--- src/rtl/seg_pkg.sv ---
// seg_pkg: shared types and constants for the segment stream encoder.
//   state_t   - frame FSM states (IDLE / CONVERT / STREAM)
//   SEG_LUT   - 7-segment patterns for digits 0..F, bit i = segment a..g
//   SEG_BLANK - pattern for a blanked digit
package seg_pkg;

  typedef enum logic [1:0] {
    IDLE,
    CONVERT,
    STREAM
  } state_t;

  localparam logic [6:0] SEG_LUT [16] = '{
    7'h3F, 7'h06, 7'h5B, 7'h4F, 7'h66, 7'h6D, 7'h7D, 7'h07,
    7'h7F, 7'h6F, 7'h77, 7'h7C, 7'h39, 7'h5E, 7'h79, 7'h71
  };

  localparam logic [6:0] SEG_BLANK = 7'h00;

endpackage

--- src/rtl/seg_stream_encoder_bin2bcd.sv ---
// bin2bcd_seq: sequential double-dabble binary-to-BCD converter.
// One shift-add-3 step per cycle; DATA_W steps after i_start.
//   clk, rst     - clock, synchronous active-high reset
//   i_start      - load i_data and begin conversion
//   i_data       - binary value
//   o_done       - high during the cycle whose edge performs the final step
//   o_bcd        - BCD result, 4*MAX_DIGITS bits, digit 0 in the low nibble
//   o_overflow   - a 1 was shifted out of the top of the BCD register
module bin2bcd_seq #(
  parameter int DATA_W     = 16,
  parameter int MAX_DIGITS = 5
) (
  input  logic                    clk,
  input  logic                    rst,
  input  logic                    i_start,
  input  logic [DATA_W-1:0]       i_data,
  output logic                    o_done,
  output logic [4*MAX_DIGITS-1:0] o_bcd,
  output logic                    o_overflow
);

  localparam int BW    = 4 * MAX_DIGITS;
  localparam int CNT_W = $clog2(DATA_W + 1);

  logic [DATA_W-1:0] r_bin;
  logic [BW-1:0]     r_bcd;
  logic [CNT_W-1:0]  r_cnt;
  logic              r_ovf;
  logic [BW-1:0]     w_adj;

  always_comb begin
    w_adj = '0;
    for (int unsigned d = 0; d < MAX_DIGITS; d++) begin
      w_adj[4*d +: 4] = (r_bcd[4*d +: 4] >= 4'd5) ? r_bcd[4*d +: 4] + 4'd3
                                                  : r_bcd[4*d +: 4];
    end
  end

  always_ff @(posedge clk) begin
    if (rst) begin
      r_bin <= '0;
      r_bcd <= '0;
      r_cnt <= '0;
      r_ovf <= 1'b0;
    end else if (i_start) begin
      r_bin <= i_data;
      r_bcd <= '0;
      r_cnt <= CNT_W'(DATA_W);
      r_ovf <= 1'b0;
    end else if (r_cnt != '0) begin
      r_bcd <= {w_adj[BW-2:0], r_bin[DATA_W-1]};
      r_bin <= r_bin << 1;
      r_ovf <= r_ovf | w_adj[BW-1];
      r_cnt <= r_cnt - CNT_W'(1);
    end
  end

  assign o_done     = (r_cnt == CNT_W'(1));
  assign o_bcd      = r_bcd;
  assign o_overflow = r_ovf;

endmodule

--- src/rtl/seg_stream_encoder.sv ---
// seg_stream_encoder: captures a binary value, converts it to decimal
// (sequential double-dabble) or hex digits and streams each digit's segment
// pattern one bit per next_bit strobe, digit 0 first, segment a first.
// Optional build macro: LEADING_ZERO_BLANK_EN (blank digits above the most
// significant nonzero displayed digit; digit 0 is never blanked).
//   clk, rst     - clock, synchronous active-high reset
//   start        - frame request, accepted only in IDLE
//   data         - value to display
//   digit_count  - digits to emit (0 -> 1, >MAX_DIGITS -> MAX_DIGITS)
//   hex_mode     - 1 = hex, 0 = decimal
//   dp_mask      - per-digit decimal point
//   next_bit     - consumer strobe, advances the stream in STREAM
//   bit_data     - current segment bit
//   bit_valid    - bit_data meaningful
//   busy         - frame in progress
//   done         - one-cycle pulse at frame completion
//   overflow     - value did not fit in the displayed digits
module seg_stream_encoder
  import seg_pkg::*;
#(
  parameter int DATA_W     = 16,
  parameter int MAX_DIGITS = 5,
  parameter int SEG_W      = 8
) (
  input  logic                              clk,
  input  logic                              rst,
  input  logic                              start,
  input  logic [DATA_W-1:0]                 data,
  input  logic [$clog2(MAX_DIGITS+1)-1:0]   digit_count,
  input  logic                              hex_mode,
  input  logic [MAX_DIGITS-1:0]             dp_mask,
  input  logic                              next_bit,
  output logic                              bit_data,
  output logic                              bit_valid,
  output logic                              busy,
  output logic                              done,
  output logic                              overflow
);

  localparam int CW = $clog2(MAX_DIGITS + 1);
  localparam int BW = 4 * MAX_DIGITS;

  state_t r_state, w_next;

  logic [DATA_W-1:0]     r_data;
  logic [CW-1:0]         r_count;
  logic                  r_hex;
  logic [MAX_DIGITS-1:0] r_dp;
  logic [CW-1:0]         r_dig;
  logic [2:0]            r_bit;
  logic                  r_done;
  logic                  r_ovf_valid;

  logic                  w_accept;
  logic [CW-1:0]         w_count_eff;
  logic                  w_bcd_last;
  logic [BW-1:0]         w_bcd;
  logic                  w_bcd_ovf;
  logic [3:0]            w_hex_nib [MAX_DIGITS];
  logic [3:0]            w_nib     [MAX_DIGITS];
  logic [3:0]            w_sel_nib;
  logic                  w_sel_dp;
  logic [6:0]            w_seg7;
  logic [7:0]            w_seg;
  logic                  w_last_bit;
  logic [31:0]           w_hex_lim;
  logic                  w_hex_ovf;
  logic                  w_dec_ovf;

  assign w_accept = (r_state == IDLE) && start;

  always_comb begin
    if (digit_count == '0)
      w_count_eff = CW'(1);
    else if (digit_count > CW'(MAX_DIGITS))
      w_count_eff = CW'(MAX_DIGITS);
    else
      w_count_eff = digit_count;
  end

  bin2bcd_seq #(
    .DATA_W     (DATA_W),
    .MAX_DIGITS (MAX_DIGITS)
  ) u_bcd (
    .clk        (clk),
    .rst        (rst),
    .i_start    (w_accept && !hex_mode),
    .i_data     (data),
    .o_done     (w_bcd_last),
    .o_bcd      (w_bcd),
    .o_overflow (w_bcd_ovf)
  );

  // Nibbles beyond the input width read as zero.
  for (genvar g = 0; g < MAX_DIGITS; g++) begin : g_nib
    if (g < DATA_W / 4) begin : g_in
      assign w_hex_nib[g] = r_data[4*g +: 4];
    end else begin : g_pad
      assign w_hex_nib[g] = 4'h0;
    end
  end

  always_comb begin
    for (int unsigned d = 0; d < MAX_DIGITS; d++) begin
      w_nib[d] = r_hex ? w_hex_nib[d] : w_bcd[4*d +: 4];
    end
  end

  // Overflow is derived from frame registers that stay frozen until the next
  // accepted start; r_ovf_valid gates it so it reads 0 until STREAM entry.
  assign w_hex_lim = 32'(r_count) << 2;

  always_comb begin
    w_hex_ovf = 1'b0;
    for (int unsigned i = 0; i < DATA_W; i++) begin
      if (i >= w_hex_lim && r_data[i]) w_hex_ovf = 1'b1;
    end
  end

  always_comb begin
    w_dec_ovf = w_bcd_ovf;
    for (int unsigned d = 0; d < MAX_DIGITS; d++) begin
      if (d >= 32'(r_count) && w_bcd[4*d +: 4] != 4'h0) w_dec_ovf = 1'b1;
    end
  end

  always_comb begin
    w_sel_nib = 4'h0;
    w_sel_dp  = 1'b0;
    for (int unsigned d = 0; d < MAX_DIGITS; d++) begin
      if (CW'(d) == r_dig) begin
        w_sel_nib = w_nib[d];
        w_sel_dp  = r_dp[d];
      end
    end
  end

`ifdef LEADING_ZERO_BLANK_EN
  logic [CW-1:0] w_msd;

  always_comb begin
    w_msd = '0;
    for (int unsigned d = 0; d < MAX_DIGITS; d++) begin
      if (d < 32'(r_count) && w_nib[d] != 4'h0) w_msd = CW'(d);
    end
  end

  assign w_seg7 = (r_dig > w_msd) ? SEG_BLANK : SEG_LUT[w_sel_nib];
`else
  assign w_seg7 = SEG_LUT[w_sel_nib];
`endif

  assign w_seg      = {(SEG_W == 8) ? w_sel_dp : 1'b0, w_seg7};
  assign w_last_bit = (r_bit == 3'(SEG_W - 1)) && (r_dig == r_count - CW'(1));

  // State register
  always_ff @(posedge clk) begin
    if (rst) r_state <= IDLE;
    else     r_state <= w_next;
  end

  // Next-state logic
  always_comb begin
    w_next = r_state;
    case (r_state)
      IDLE:    if (start) w_next = hex_mode ? STREAM : CONVERT;
      CONVERT: if (w_bcd_last) w_next = STREAM;
      STREAM:  if (next_bit && w_last_bit) w_next = IDLE;
      default: w_next = IDLE;
    endcase
  end

  // Outputs
  always_comb begin
    busy      = (r_state != IDLE);
    bit_valid = (r_state == STREAM);
    bit_data  = (r_state == STREAM) ? w_seg[r_bit] : 1'b0;
    done      = r_done;
    overflow  = r_ovf_valid && (r_hex ? w_hex_ovf : w_dec_ovf);
  end

  // Frame capture, bit/digit counters
  always_ff @(posedge clk) begin
    if (rst) begin
      r_data      <= '0;
      r_count     <= CW'(1);
      r_hex       <= 1'b0;
      r_dp        <= '0;
      r_dig       <= '0;
      r_bit       <= '0;
      r_done      <= 1'b0;
      r_ovf_valid <= 1'b0;
    end else begin
      r_done <= 1'b0;
      if (w_accept) begin
        r_data      <= data;
        r_count     <= w_count_eff;
        r_hex       <= hex_mode;
        r_dp        <= dp_mask;
        r_dig       <= '0;
        r_bit       <= '0;
        r_ovf_valid <= hex_mode;
      end else if (r_state == CONVERT && w_bcd_last) begin
        r_ovf_valid <= 1'b1;
      end else if (r_state == STREAM && next_bit) begin
        if (r_bit == 3'(SEG_W - 1)) begin
          r_bit <= '0;
          if (w_last_bit) r_done <= 1'b1;
          else            r_dig  <= r_dig + CW'(1);
        end else begin
          r_bit <= r_bit + 3'd1;
        end
      end
    end
  end

endmodule

--- config.mk ---
export PLATFORM = sky130hd
export DESIGN_NAME = seg_stream_encoder
export DESIGN_NICKNAME = d
export VERILOG_FILES = /design/src/rtl/seg_pkg.sv /design/src/rtl/seg_stream_encoder_bin2bcd.sv /design/src/rtl/seg_stream_encoder.sv
export SDC_FILE = /design/constraint.sdc
export NUM_CORES = 1
export LEC_CHECK = 0
export BUFFER_PORTS_ARGS = -buffer_cell sky130_fd_sc_hd__buf_2
export CAP_MARGIN = 5
export CORE_MARGIN = 4
export CORE_UTILIZATION = 40
export CTS_CLUSTER_SIZE = 40
export DETAILED_ROUTE_END_ITERATION = 6
export PLACE_DENSITY = 0.58
export SKIP_LAST_GASP = 1
export SYNTH_ARGS = -nofsm -noshare
export SYNTH_HDL_FRONTEND = slang
export SYNTH_SLANG_ARGS = --single-unit
export TNS_END_PERCENT = 5
--- constraint.sdc ---
create_clock -name clk -period 11.06 [get_ports clk]
set_input_delay 2.765 -clock clk [delete_from_list [all_inputs] [get_ports clk]]
set_output_delay 2.765 -clock clk [all_outputs]
set_load 0.01 [all_outputs]
Word-level counts from Yosys, hierarchy flattened
Memory sizes are Yosys's and may differ from the RTL's.
Cells that the tools add are included.
W data, S select, Z words.
{ "totals": {"rom_bits": 112, "register_bits": 77, "n_memories": 1, "elab_cells": 180, "latchBits": 0, "mem_bits_rw": 0} }
{ "memory_table": {"columns": ["name", "words", "word_bits", "rd", "rd_ports_with_merged_regs", "wr", "line_no", "text"], "rows": [
  ["(name not given)", 16, 7, 1, 0, 0, "seg_stream_encoder.sv:150", "assign w_seg7 = SEG_LUT[w_sel_nib];"]
]} }
{ "op_classes": {"n_mul": 0, "n_eq_ne": 12, "n_addsub": 9, "magnitude_cmp": 29, "n_reduce_logical": 47, "div": 0, "shift": 0, "bitwise_logic": 6, "n_mux": 62} }
{ "ops": {"columns": ["op", "count"], "rows": [
  ["$mux W4", 15],
  ["$ge A4 B5 Y1 const A", 8],
  ["$mux W1", 32],
  ["$mux W16", 2],
  ["$logic_and A1 B1 Y1", 28],
  ["$add A4 B2 Y4 const B", 5],
  ["$ge A3 B5 Y1 const A", 4],
  ["$ge A4 B3 Y1 const B", 5],
  ["$reduce_bool A4 Y1", 5],
  ["$mux W7", 2],
  ["$ge A1 B5 Y1 const A", 2],
  ["$ge A2 B5 Y1 const A", 2],
  ["$mux W5", 2],
  ["$mux W3", 3],
  ["$mux W2", 4],
  ["$add A3 B1 Y3 const B", 2],
  ["$eq A2 B3 Y1 const A", 2],
  ["$ge A1 B3 Y1 const A", 2],
  ["$ge A2 B3 Y1 const A", 2],
  ["$logic_not A3 Y1", 2],
  ["$pmux W2 S3", 1],
  ["$reduce_bool A2 Y1", 3],
  ["$eq A5 B1 Y1 const B", 1],
  ["$ge A5 B5 Y1 const B", 1],
  ["other kinds (25)", 30]
]} }

Depth between registers and ports, before layout
Gate-level depths: netlist of the first run.
{ "depth": {"word_depth": 20, "depth_mapped": 16, "depth_no_buf": 14} }

Hierarchy
Synthesis of the first run repeated with hierarchy kept, for this count alone.
{ "hier_totals": {"cells_unflattened": 546, "hier_area_um2": 4634.4} }
{ "by_module_without_submodules": {"columns": ["mod", "area_per_inst_um2", "instances", "cells_per_inst"], "rows": [
  ["seg_stream_encoder", 2407.3, 1, 302],
  ["bin2bcd_seq", 2227.1, 1, 244]
]} }

Worst setup path after synthesis of the first run
Ideal clock, no wire load.
{ "synth_timing": {"path_type": "register to output", "start": "register r_dig[2]", "end": "output port bit_data", "path_slack_ns": 5.320, "t_arrival_ns": 2.975, "stages_incl_launch_ff": 15, "path_cell_list": "dfxtp_1 -> buf_6 -> inv_1 -> ha_1 -> buf_2 -> and2_1 -> nand3_1 -> o221ai_1 -> nor3_1 -> inv_1 -> ha_1 -> o211a_1 -> o41ai_1 -> a211oi_2 -> nor4_2"} }
{ "synth_between": {"elab_chain_cells": 13, "elab_cells_between_ends": 22, "cone_classes": "4 x eq/ne; 15 x mux; 1 x bitwise; 1 x reduce/logical; 1 x memory"} }
{ "synth_rtl": {"columns": ["item", "line_no", "text"], "rows": [
  ["start: declaration", "seg_stream_encoder.sv:49", "logic [CW-1:0] r_dig;"],
  ["start signal: assignment", "seg_stream_encoder.sv:209", "else r_dig <= r_dig + CW'(1);"],
  ["$logic_not A3 Y1", "seg_stream_encoder.sv:131", "if (CW'(d) == r_dig) begin"],
  ["$mux W4 (5 in a row)", "seg_stream_encoder.sv:131", null],
  ["$not A4 Y5 (implied by the code)", "seg_stream_encoder.sv:150", null],
  ["$mem_v2 Z16 W7", null, null],
  ["$mux W7 (implied by the code) (2 in a row)", "seg_stream_encoder.sv:150", null],
  ["$bmux W1 S3 (*)", "seg_stream_encoder.sv:177", "bit_data = (r_state == STREAM) ? w_seg[r_bit] : 1'b0;"],
  ["$mux W1 (implied by the code) (*)", "seg_stream_encoder.sv:177", null],
  ["$mux W1 (*)", "seg_stream_encoder.sv:177", null],
  ["end: declaration", "seg_stream_encoder.sv:33", "output logic bit_data,"]
]} }
Mark *: on every way between the ends. The rest lies on a longest branch, timed or not. The select of a mux whose other input is x is not followed.

Worst setup path after layout of the first run
Same ends and word-level chain as after synthesis.

==> results of run 1 <==
## stage by stage
stage               hold WS (ps)  std cells
finish                       462        747
global route                 498        747
CTS                          465        747
detailed placement           453        731
global placement             442        731
floorplan                    436        588
## worst max-delay path: stages (launching register included)
cell and delay (ps):
dfxtp_1 560, inv_1 130, ha_1 350, and2_1 250
nand3_1 90, o221ai_1 120, nor3_1 530, inv_1 140
ha_1 230, o211a_1 230, o41ai_1 400, a211oi_2 70
nor4_2 260, buf_2 160
## layer usage
| metal | share of wire | vias up | global-route usage | wire [um] |
|---|---|---|---|---|
| met2 | 0.46 | 78 | 0.278 | 4890 |
| met1 | 0.48 | 1841 | 0.226 | 5080 |
| met5 | 0 | - | 0 | 0 |
| met4 | 0.014 | 0 | 0.0457 | 153 |
| li1 | - | 2056 | - | - |
| met3 | 0.045 | 15 | 0.0393 | 478 |
## cells in the final DEF (no fill, tap or decap), drive strengths merged, types with 3 or more instances in the layout
cell type / Yosys / routed
buf: 11 / 36
nor2b: 3 / 3
nor2: 56 / 56
clkbuf: 22 / 10
nor4: 7 / 7
o21ai: 23 / 23
a211oi: 8 / 8
o22ai: 3 / 3
xnor2: 13 / 13
mux2i: 9 / 9
ha: 29 / 29
and2: 4 / 4
nand3: 19 / 19
nand2b: 8 / 8
xor2: 3 / 3
a311oi: 17 / 17
nor3: 12 / 12
nand2: 126 / 126
nor3b: 6 / 6
mux2: 4 / 4
dfxtp: 77 / 77
a21oi: 66 / 66
a31oi: 5 / 5
inv: 28 / 30
## logic make-up (layout without fill, tap and decap cells)
group,count (synthesis),after routing
buffers and inverters,61,80
and+or+nand+nor,252,252
muxes,13,13
xor gates and xnor gates,16,16
adders and majority gates,29,29
DFF,77,77
AOI/OAI and AO/OA,140,140
## final timing paths
path	start	end	slack [ps]	cells past startpoint
worst max-delay path	r_dig[2]$_SDFFE_PP0P_	bit_data	4420	13
worst min-delay path	u_bcd.r_bin[15]$_SDFFE_PP0P_	u_bcd.o_bcd[0]$_SDFFE_PP0P_	460	2
worst max register to register	r_state[0]$_SDFFE_PP0P_	u_bcd.r_cnt[2]$_SDFFE_PP0P_	8290	6
worst min register to register	u_bcd.r_bin[15]$_SDFFE_PP0P_	u_bcd.o_bcd[0]$_SDFFE_PP0P_	460	2
## area by class of cell
cell class / instances / area share
clock buffer: 10 / 0.0283
tap: 140 / 0.0360
inverter: 28 / 0.0216
clock inverter: 6 / 0.0141
sequential: 77 / 0.317
timing repair buffer: 36 / 0.0385
multi-input combinational: 450 / 0.545
## registers in the layout (all words and copies together), names as in the netlist
signal            flops
done                  1
u_bcd.r_bin          16
r_dig                 3
r_count               3
u_bcd.o_overflow      1
r_ovf_valid           1
r_data               16
u_bcd.o_bcd          20
r_state               2
r_dp                  5
r_hex                 1
u_bcd.r_cnt           5
r_bit                 3
## cell usage after synthesis (6+ instances only)
library cell	number
a21oi_1	66
o21ai_0	23
mux2i_1	9
a211oi_1	7
nand2_1	126
nand3_1	19
ha_1	29
dfxtp_1	77
inv_1	28
xnor2_1	13
nand2b_1	8
clkbuf_1	22
a311oi_1	17
nor2_1	56
nor3b_1	6
nor3_1	12
## report_power, final
part / switching [mW] / internal [mW]
combinational: 0.186 / 0.113
clock: 0.110 / 0.112
sequential: 0.0455 / 0.317
==> flow_metrics.py, run 1 <==
metrics = {
    "clocking": {
        "cts.repair.resized": 0,
        "cts_hold_repair.buffers": 0,
        "clock_path_buffers": 2,
        "clkTransAtPathRegs_ps": 80,
        "cts_tree": "yes",
        "cts_buffers": 9,
        "clk_latency_ps": 360,
        "cts_setup_buffers": 0,
        "cts_num_sinks": 77,
        "htreeDepth": 3,
        "root_buffer": "clkbuf_8",
    },
    "synthesis": {
        "synth_compound_area_frac": 0.198,
        "synth.avg_cell_area_um2": 7.60,
        "synthAdderAreaFrac": 0.0812,
        "yosys.area_share.xor_xnor": 0.0313,
        "synth.top_cell.area_share": 0.345,
        "muxShareOfSynthArea": 0.0311,
        "synth_seq_area_share": 0.345,
        "syn_nets": 646,
        "synth_cells": 588,
        "async_flop_share": 0,
        "yosys_most_used_dff": "dfxtp_1",
        "synth_cell_types": 55,
        "synth-simple-area-share": 0.252,
        "netlist_area_um2": 4470,
        "synth_area_leaders": "dfxtp_1 34%, nand2_1 11%, ha_1 8.1%",
        "synth_seq_cells": 77,
        "synth_edf_count": 0,
        "synth_top_family_by_area": "simple AND/OR/NAND/NOR gates",
        "synth_area_leader_cell": "dfxtp_1",
        "yosys_warnings": 0,
    },
    "final_layout": {
        "n_antenna_cell": 0,
        "design_area_um2": 4870,
        "fin_util": 0.447,
        "area_growth_pct": 8.93,
        "fill_cells": 1096,
        "multiInputGateArea_um2": 2650,
        "regArea_um2": 1540,
        "layout-drive-gt1-share": 0.109,
        "final_nets": 660,
    },
    "setup_path": {
        "cp_max_fo": 13,
        "crit_path_end_kind": "output port",
        "crit_type": "register to output port",
        "cp.arrival_ps": 3880,
        "start_kind": "register",
        "critPathRequiredTime_ps": 8300,
    },
    "grt": {
        "grtUsageTotal": 0.170,
        "grt_overflow": 0,
        "grt_pass1_vias": 3729,
        "grt_max_degree": 44,
        "antenna_found_initial": 0,
        "grt_pass1_wl_mm": 18.1,
    },
    "place": {
        "port_buffers": 33,
        "gp_congestion": 0.927,
        "placed_cell_area_um2": 4660,
        "hpwl_mm": 7.66,
        "dp_worst_setup_slack_ps": 4810,
    },
    "routing": {
        "dr.pass1.iters": 4,
        "drtIter0Drc": 262,
        "wire_per_inst_um": 14.2,
        "via_per_inst": 5.34,
        "route.detailed.drc": 0,
        "vias": 3990,
        "finalWirelength_mm": 10.6,
        "antenna_left": 0,
    },
    "sta": {
        "final.setup.worst_slack_ps": 4420,
        "skew_ps": 13.1,
        "setup_viol": 0,
        "hold_viol_final": 0,
        "fmaxAchievable_ghz": 0.151,
        "final-max-slew-violation-count": 0,
        "tightest_slew_ps": 980,
        "fin_crit_sh": 0.600,
        "post-route-min-period_ps": 6640,
        "max_slew_margin": 0.345,
        "rsz0062_at_grt": "no",
        "setup_tns_ps": 0,
    },
    "floorplan": {
        "die_w_um": 114,
        "num_rows": 38,
        "io_pins": 34,
        "core_area_um2": 10900,
        "die_h_um": 114,
        "initial_core_util": 0.411,
        "dieArea_um2": 12900,
    },
    "power_and_ir_drop": {
        "ir_worst_vdd_mv": 0.119,
        "p_total_mw": 0.883,
        "p_per_area_nw_per_um2": 181,
        "power_leakage_nw": 1.86,
    },
    "status": {
        "status": "completed",
    },
    "worst_hold_path": {
        "hold_class": "register to register",
    },
    "job": {
        "max_cap_viol_count": 0,
    },
}
(Power assumes the default switching activity.)
==> inputs of run 2 (changes only) <==
Clock period 11.06 ns to 6.2 ns, I/O delays scaled along.
==> run 2 against run 1 <==
Against the previous run:
- critical path depth did not move
- total power rose by 79%
- highest routed layer unchanged
- clock-buffer cell count did not move
- core utilization rose by 0.069 points
- clock power rose by 80%
- flip-flop and latch count did not move
- cell area rose by 0.15%
- combinational power rose by 78%
- first-iteration DRC count fell by 9.5%
- setup slack got worse by 3700 ps
- via count fell by 0.53%
==> flow_metrics.py, run 2 (same netlist as run 1, synthesis figures left out) <==
metrics = {
    "status": {
        "status": "completed",
    },
    "grt": {
        "antenna_found_initial": 0,
        "grtUsageTotal": 0.173,
        "grt_pass1_wl_mm": 18.5,
        "grt_pass1_vias": 3875,
        "grt_max_degree": 44,
        "grt_overflow": 0,
    },
    "sta": {
        "rsz0062_at_grt": "no",
        "setup_viol": 0,
        "post-route-min-period_ps": 5430,
        "skew_ps": 8.26,
        "final-max-slew-violation-count": 0,
        "hold_viol_final": 0,
        "fin_crit_sh": 0.876,
        "max_slew_margin": 0.364,
        "tightest_slew_ps": 954,
        "final.setup.worst_slack_ps": 770,
        "setup_tns_ps": 0,
        "fmaxAchievable_ghz": 0.184,
    },
    "setup_path": {
        "critPathLaunch": "r_dig[2]$_SDFFE_PP0P_",
        "cp.arrival_ps": 3880,
        "worstRegToRegCells": 7,
        "critPathRequiredTime_ps": 4650,
        "crit_type": "register to output port",
        "cp_top_family": "simple AND/OR/NAND/NOR gates",
        "cp.depth": 13,
        "timing.reg2reg.setup_slack_ps": 3690,
        "cp_max_fo": 13,
        "crit_path_end_kind": "output port",
        "slowest_delay_ps": 550,
        "slowest_stage": "dfxtp_1",
        "critPathBufInv": 3,
        "reg2reg_from": "r_state[0]$_SDFFE_PP0P_",
        "path_cells": "inv_1, ha_1, and2_1, nand3_1, o221ai_1, nor3_1, inv_1, ha_1, o211a_1, o41ai_1, a211oi_2, nor4_2, buf_2",
        "cp-endpoint": "bit_data",
        "start_kind": "register",
        "timing.rr.end": "u_bcd.o_bcd[19]$_SDFFE_PP0P_",
    },
    "routing": {
        "via_per_inst": 5.31,
        "route.detailed.drc": 0,
        "vias": 3969,
        "dr.pass1.iters": 4,
        "finalWirelength_mm": 10.8,
        "drtIter0Drc": 237,
        "antenna_left": 0,
        "wire_per_inst_um": 14.5,
    },
    "floorplan": {
        "core_area_um2": 10900,
        "die_w_um": 114,
        "dieArea_um2": 12900,
        "initial_core_util": 0.411,
        "io_pins": 34,
        "num_rows": 38,
        "die_h_um": 114,
    },
    "clocking": {
        "cts.repair.resized": 0,
        "clk_latency_ps": 360,
        "htreeDepth": 3,
        "cts_tree": "yes",
        "cts_buffers": 9,
        "cts_setup_buffers": 0,
        "clock_path_buffers": 2,
        "clkTransAtPathRegs_ps": 80,
        "cts_hold_repair.buffers": 0,
        "root_buffer": "clkbuf_8",
        "cts_num_sinks": 77,
    },
    "worst_hold_path": {
        "hold_class": "register to register",
    },
    "final_layout": {
        "largest_reg_flops": 20,
        "multiInputGateArea_um2": 2650,
        "layout_common_cells": "126 x nand2_1, 77 x dfxtp_1, 66 x a21oi_1",
        "final_nets": 661,
        "fin_util": 0.448,
        "layout-drive-gt1-share": 0.110,
        "final_common_cell": "nand2_1",
        "design_area_um2": 4880,
        "fill_cells": 1130,
        "n_antenna_cell": 0,
        "area_growth_pct": 9.10,
        "regArea_um2": 1540,
    },
    "place": {
        "dp_worst_setup_slack_ps": 1170,
        "gp_congestion": 0.919,
        "hpwl_mm": 7.90,
        "port_buffers": 33,
        "placed_cell_area_um2": 4670,
    },
    "power_and_ir_drop": {
        "p_per_area_nw_per_um2": 324,
        "p_total_mw": 1.58,
        "power_leakage_nw": 1.86,
        "ir_worst_vdd_mv": 0.234,
    },
    "job": {
        "max_cap_viol_count": 0,
    },
}
-- run 2: changes by cell type in the layout (fill, tap and decap cells not counted), sizes merged --
| cell | previous run | this run |
|---|---|---|
| buf | 36 | 37 |
-- run 2: how the worst min path moves through the flow --
stage,endpoint,cells past startpoint,from,slack (ps)
2_1_floorplan,r_dp[0]$_SDFFE_PP0P_,2,r_dp[0]$_SDFFE_PP0P_,440
3_3_place_gp,u_bcd.o_bcd[0]$_SDFFE_PP0P_,2,u_bcd.r_bin[15]$_SDFFE_PP0P_,440
3_5_place_dp,u_bcd.o_bcd[0]$_SDFFE_PP0P_,2,u_bcd.r_bin[15]$_SDFFE_PP0P_,450
4_1_cts,u_bcd.o_bcd[0]$_SDFFE_PP0P_,2,u_bcd.r_bin[15]$_SDFFE_PP0P_,460
5_1_grt,u_bcd.o_bcd[0]$_SDFFE_PP0P_,2,u_bcd.r_bin[15]$_SDFFE_PP0P_,490
6_report,u_bcd.o_bcd[0]$_SDFFE_PP0P_,2,u_bcd.r_bin[15]$_SDFFE_PP0P_,460
-- run 2: tightest hold or removal path, delay by kind of cell (launching register included) --
| kind | cells | cell delay [ps] |
|---|---|---|
| AO/OA/AOI/OAI | 1 | 50 |
| flip-flops | 1 | 320 |
| AND/OR/NAND/NOR | 1 | 50 |
-- run 2: cell type report --
class	instances	area share
Clock inverter	6	0.0141
Timing Repair Buffer	37	0.0400
Clock buffer	10	0.0282
Sequential cell	77	0.316
Multi-Input combinational cell	450	0.544
Inverter	28	0.0215
Tap cell	140	0.0359
-- run 2: report_power, final --
part | total [mW] | internal (mW) | switching (mW)
Sequential | 0.649 | 0.566 | 0.0834
Clock | 0.400 | 0.200 | 0.200
Combinational | 0.532 | 0.201 | 0.331
Total | 1.58 | 0.967 | 0.614
-- run 2: layer usage --
layer	GRT usage	share of wire
met2	0.272	0.46
met3	0.0350	0.030
met4	0.0521	0.0093
met5	0	0
met1	0.240	0.50
-- run 2: metrics by stage --
step                      hold slack [ps]  instances
after floorplan                       436        588
after global placement                444        732
final                                 460        748
after detailed placement              450        732
after CTS                             462        748
after global routing                  490        748
==> inputs of run 3 (changes only) <==
Settings changed: PLACE_DENSITY 0.58 to 0.62.
==> run 3 against run 2 <==
Against the previous run:
- core utilization barely moved
- fmax fell by 1.5%
- combinational power about the same
- clock-buffer cell count fell by 1
- flip-flop and latch count unchanged
- clock power barely moved
- die area unchanged
- worst hold slack better by 6.4 ps
- sequential power about the same
- critical path type unchanged
- highest routed layer unchanged
==> flow_metrics.py, run 3 (same netlist as run 1, synthesis figures left out) <==
metrics = {
    "place": {
        "dp_worst_setup_slack_ps": 1080,
        "hpwl_mm": 7.84,
        "port_buffers": 33,
        "gp_congestion": 0.950,
    },
    "setup_path": {
        "cp.arrival_ps": 3970,
        "cp_max_fo": 13,
        "slowest_delay_ps": 560,
        "slowest_stage": "dfxtp_1",
        "timing.rr.end": "u_bcd.o_bcd[16]$_SDFFE_PP0P_",
        "crit_path_end_kind": "output port",
        "cp_top_family": "simple AND/OR/NAND/NOR gates",
        "critPathRequiredTime_ps": 4650,
        "crit_type": "register to output port",
        "timing.reg2reg.setup_slack_ps": 3640,
        "start_kind": "register",
        "path_cells": "inv_1, ha_1, and2_1, nand3_1, o221ai_1, nor3_1, inv_1, ha_1, o211a_1, o41ai_1, a211oi_2, nor4_2, buf_2",
        "critPathBufInv": 3,
        "reg2reg_from": "r_state[0]$_SDFFE_PP0P_",
        "worstRegToRegCells": 7,
    },
    "sta": {
        "skew_ps": 7.34,
        "hold_viol_final": 0,
        "fmaxAchievable_ghz": 0.181,
        "hold_slack_ps": 467,
        "max_slew_margin": 0.326,
        "tightest_slew_ps": 1010,
        "post-route-min-period_ps": 5520,
        "fin_crit_sh": 0.890,
        "rsz0062_at_grt": "no",
        "setup_tns_ps": 0,
        "final-max-slew-violation-count": 0,
        "setup_viol": 0,
        "final.setup.worst_slack_ps": 684,
    },
    "routing": {
        "dr.pass1.iters": 5,
        "via_per_inst": 5.37,
        "route.detailed.drc": 0,
        "wire_per_inst_um": 14.4,
        "vias": 4015,
        "antenna_left": 0,
        "finalWirelength_mm": 10.7,
        "drtIter0Drc": 314,
    },
    "power_and_ir_drop": {
        "ir_worst_vdd_mv": 0.205,
        "p_per_area_nw_per_um2": 325,
        "power_leakage_nw": 1.86,
    },
    "final_layout": {
        "n_antenna_cell": 0,
        "largest_reg_flops": 20,
        "final_nets": 661,
        "layout_common_cells": "126 x nand2_1, 77 x dfxtp_1, 66 x a21oi_1",
        "layout-drive-gt1-share": 0.110,
        "area_growth_pct": 9.04,
        "final_common_cell": "nand2_1",
        "fill_cells": 1097,
    },
    "floorplan": {
        "core_area_um2": 10900,
        "io_pins": 34,
        "die_w_um": 114,
        "num_rows": 38,
        "die_h_um": 114,
        "initial_core_util": 0.411,
        "dieArea_um2": 12900,
    },
    "grt": {
        "grtUsageTotal": 0.170,
        "antenna_found_initial": 0,
        "grt_pass1_wl_mm": 18.0,
        "grt_max_degree": 44,
        "grt_overflow": 0,
        "grt_pass1_vias": 3842,
    },
    "clocking": {
        "clock_path_buffers": 2,
        "cts_num_sinks": 77,
        "root_buffer": "clkbuf_8",
        "clk_latency_ps": 360,
        "cts_tree": "yes",
        "clkTransAtPathRegs_ps": 90,
        "cts_hold_repair.buffers": 0,
        "cts_buffers": 9,
        "cts.repair.resized": 0,
        "cts_setup_buffers": 0,
        "htreeDepth": 3,
    },
    "worst_hold_path": {
        "whs_path_depth": 2,
        "hold-path-endpoint": "u_bcd.o_bcd[0]$_SDFFE_PP0P_",
        "hold_class": "register to register",
        "hold_start": "u_bcd.r_bin[15]$_SDFFE_PP0P_",
    },
    "job": {
        "max_cap_viol_count": 0,
    },
    "status": {
        "status": "completed",
    },
}
run 3: cell types whose count changed in the layout (fill, tap and decap cells not counted):
cell and delta:
inv_8 +1, clkbuf_8 -1
run 3: worst min-delay path, cell delays in order (launching register included):
cell	delay [ps]
dfxtp_1	320
nand2_1	50
a21oi_1	50
run 3: worst max-delay path by stage:
stage	from	endpoint	slack (ps)	cells past startpoint
floorplan	r_dig[2]$_SDFFE_PP0P_	bit_data	1680	14
global placement	r_dig[2]$_SDFFE_PP0P_	bit_data	1330	13
detailed placement	r_dig[2]$_SDFFE_PP0P_	bit_data	1080	13
CTS	r_dig[2]$_SDFFE_PP0P_	bit_data	670	13
global route	r_dig[2]$_SDFFE_PP0P_	bit_data	420	13
finish	r_dig[2]$_SDFFE_PP0P_	bit_data	680	13
run 3: layout make-up:
class / count / area (um2) / share of cell area
Multi-Input combinational cell: 450 / 2650 / 0.544
Clock buffer: 9 / 124 / 0.0254
Sequential cell: 77 / 1540 / 0.316
Tap cell: 140 / 175 / 0.0359
Inverter: 28 / 105 / 0.0216
Timing Repair Buffer: 37 / 195 / 0.0400
Clock inverter: 7 / 80.1 / 0.0164
run 3: metrics by stage:
stage | util | cells | total power, mW | cell area [um2]
after CTS | 0.448 | 748 | 1.60 | 4870
final | 0.448 | 748 | 1.58 | 4870
after floorplan | - | 588 | 1.06 | 4470
after global routing | 0.448 | 748 | 1.70 | 4870
after global placement | 0.429 | 732 | 1.18 | 4670
after detailed placement | 0.429 | 732 | 1.20 | 4670
run 3: routing by layer:
layer	wire [um]	GRT usage	vias up
met5	0	0	-
met4	110	0.0497	0
met3	448	0.0350	11
met2	5000	0.283	90
met1	5190	0.224	1859
li1	-	-	2055
run 3: power breakdown:
group          total, mW  internal, mW  switching [mW]
sequential         0.648         0.566          0.0819
clock              0.400         0.192           0.208
combinational      0.535         0.201           0.334
total               1.58         0.958           0.624
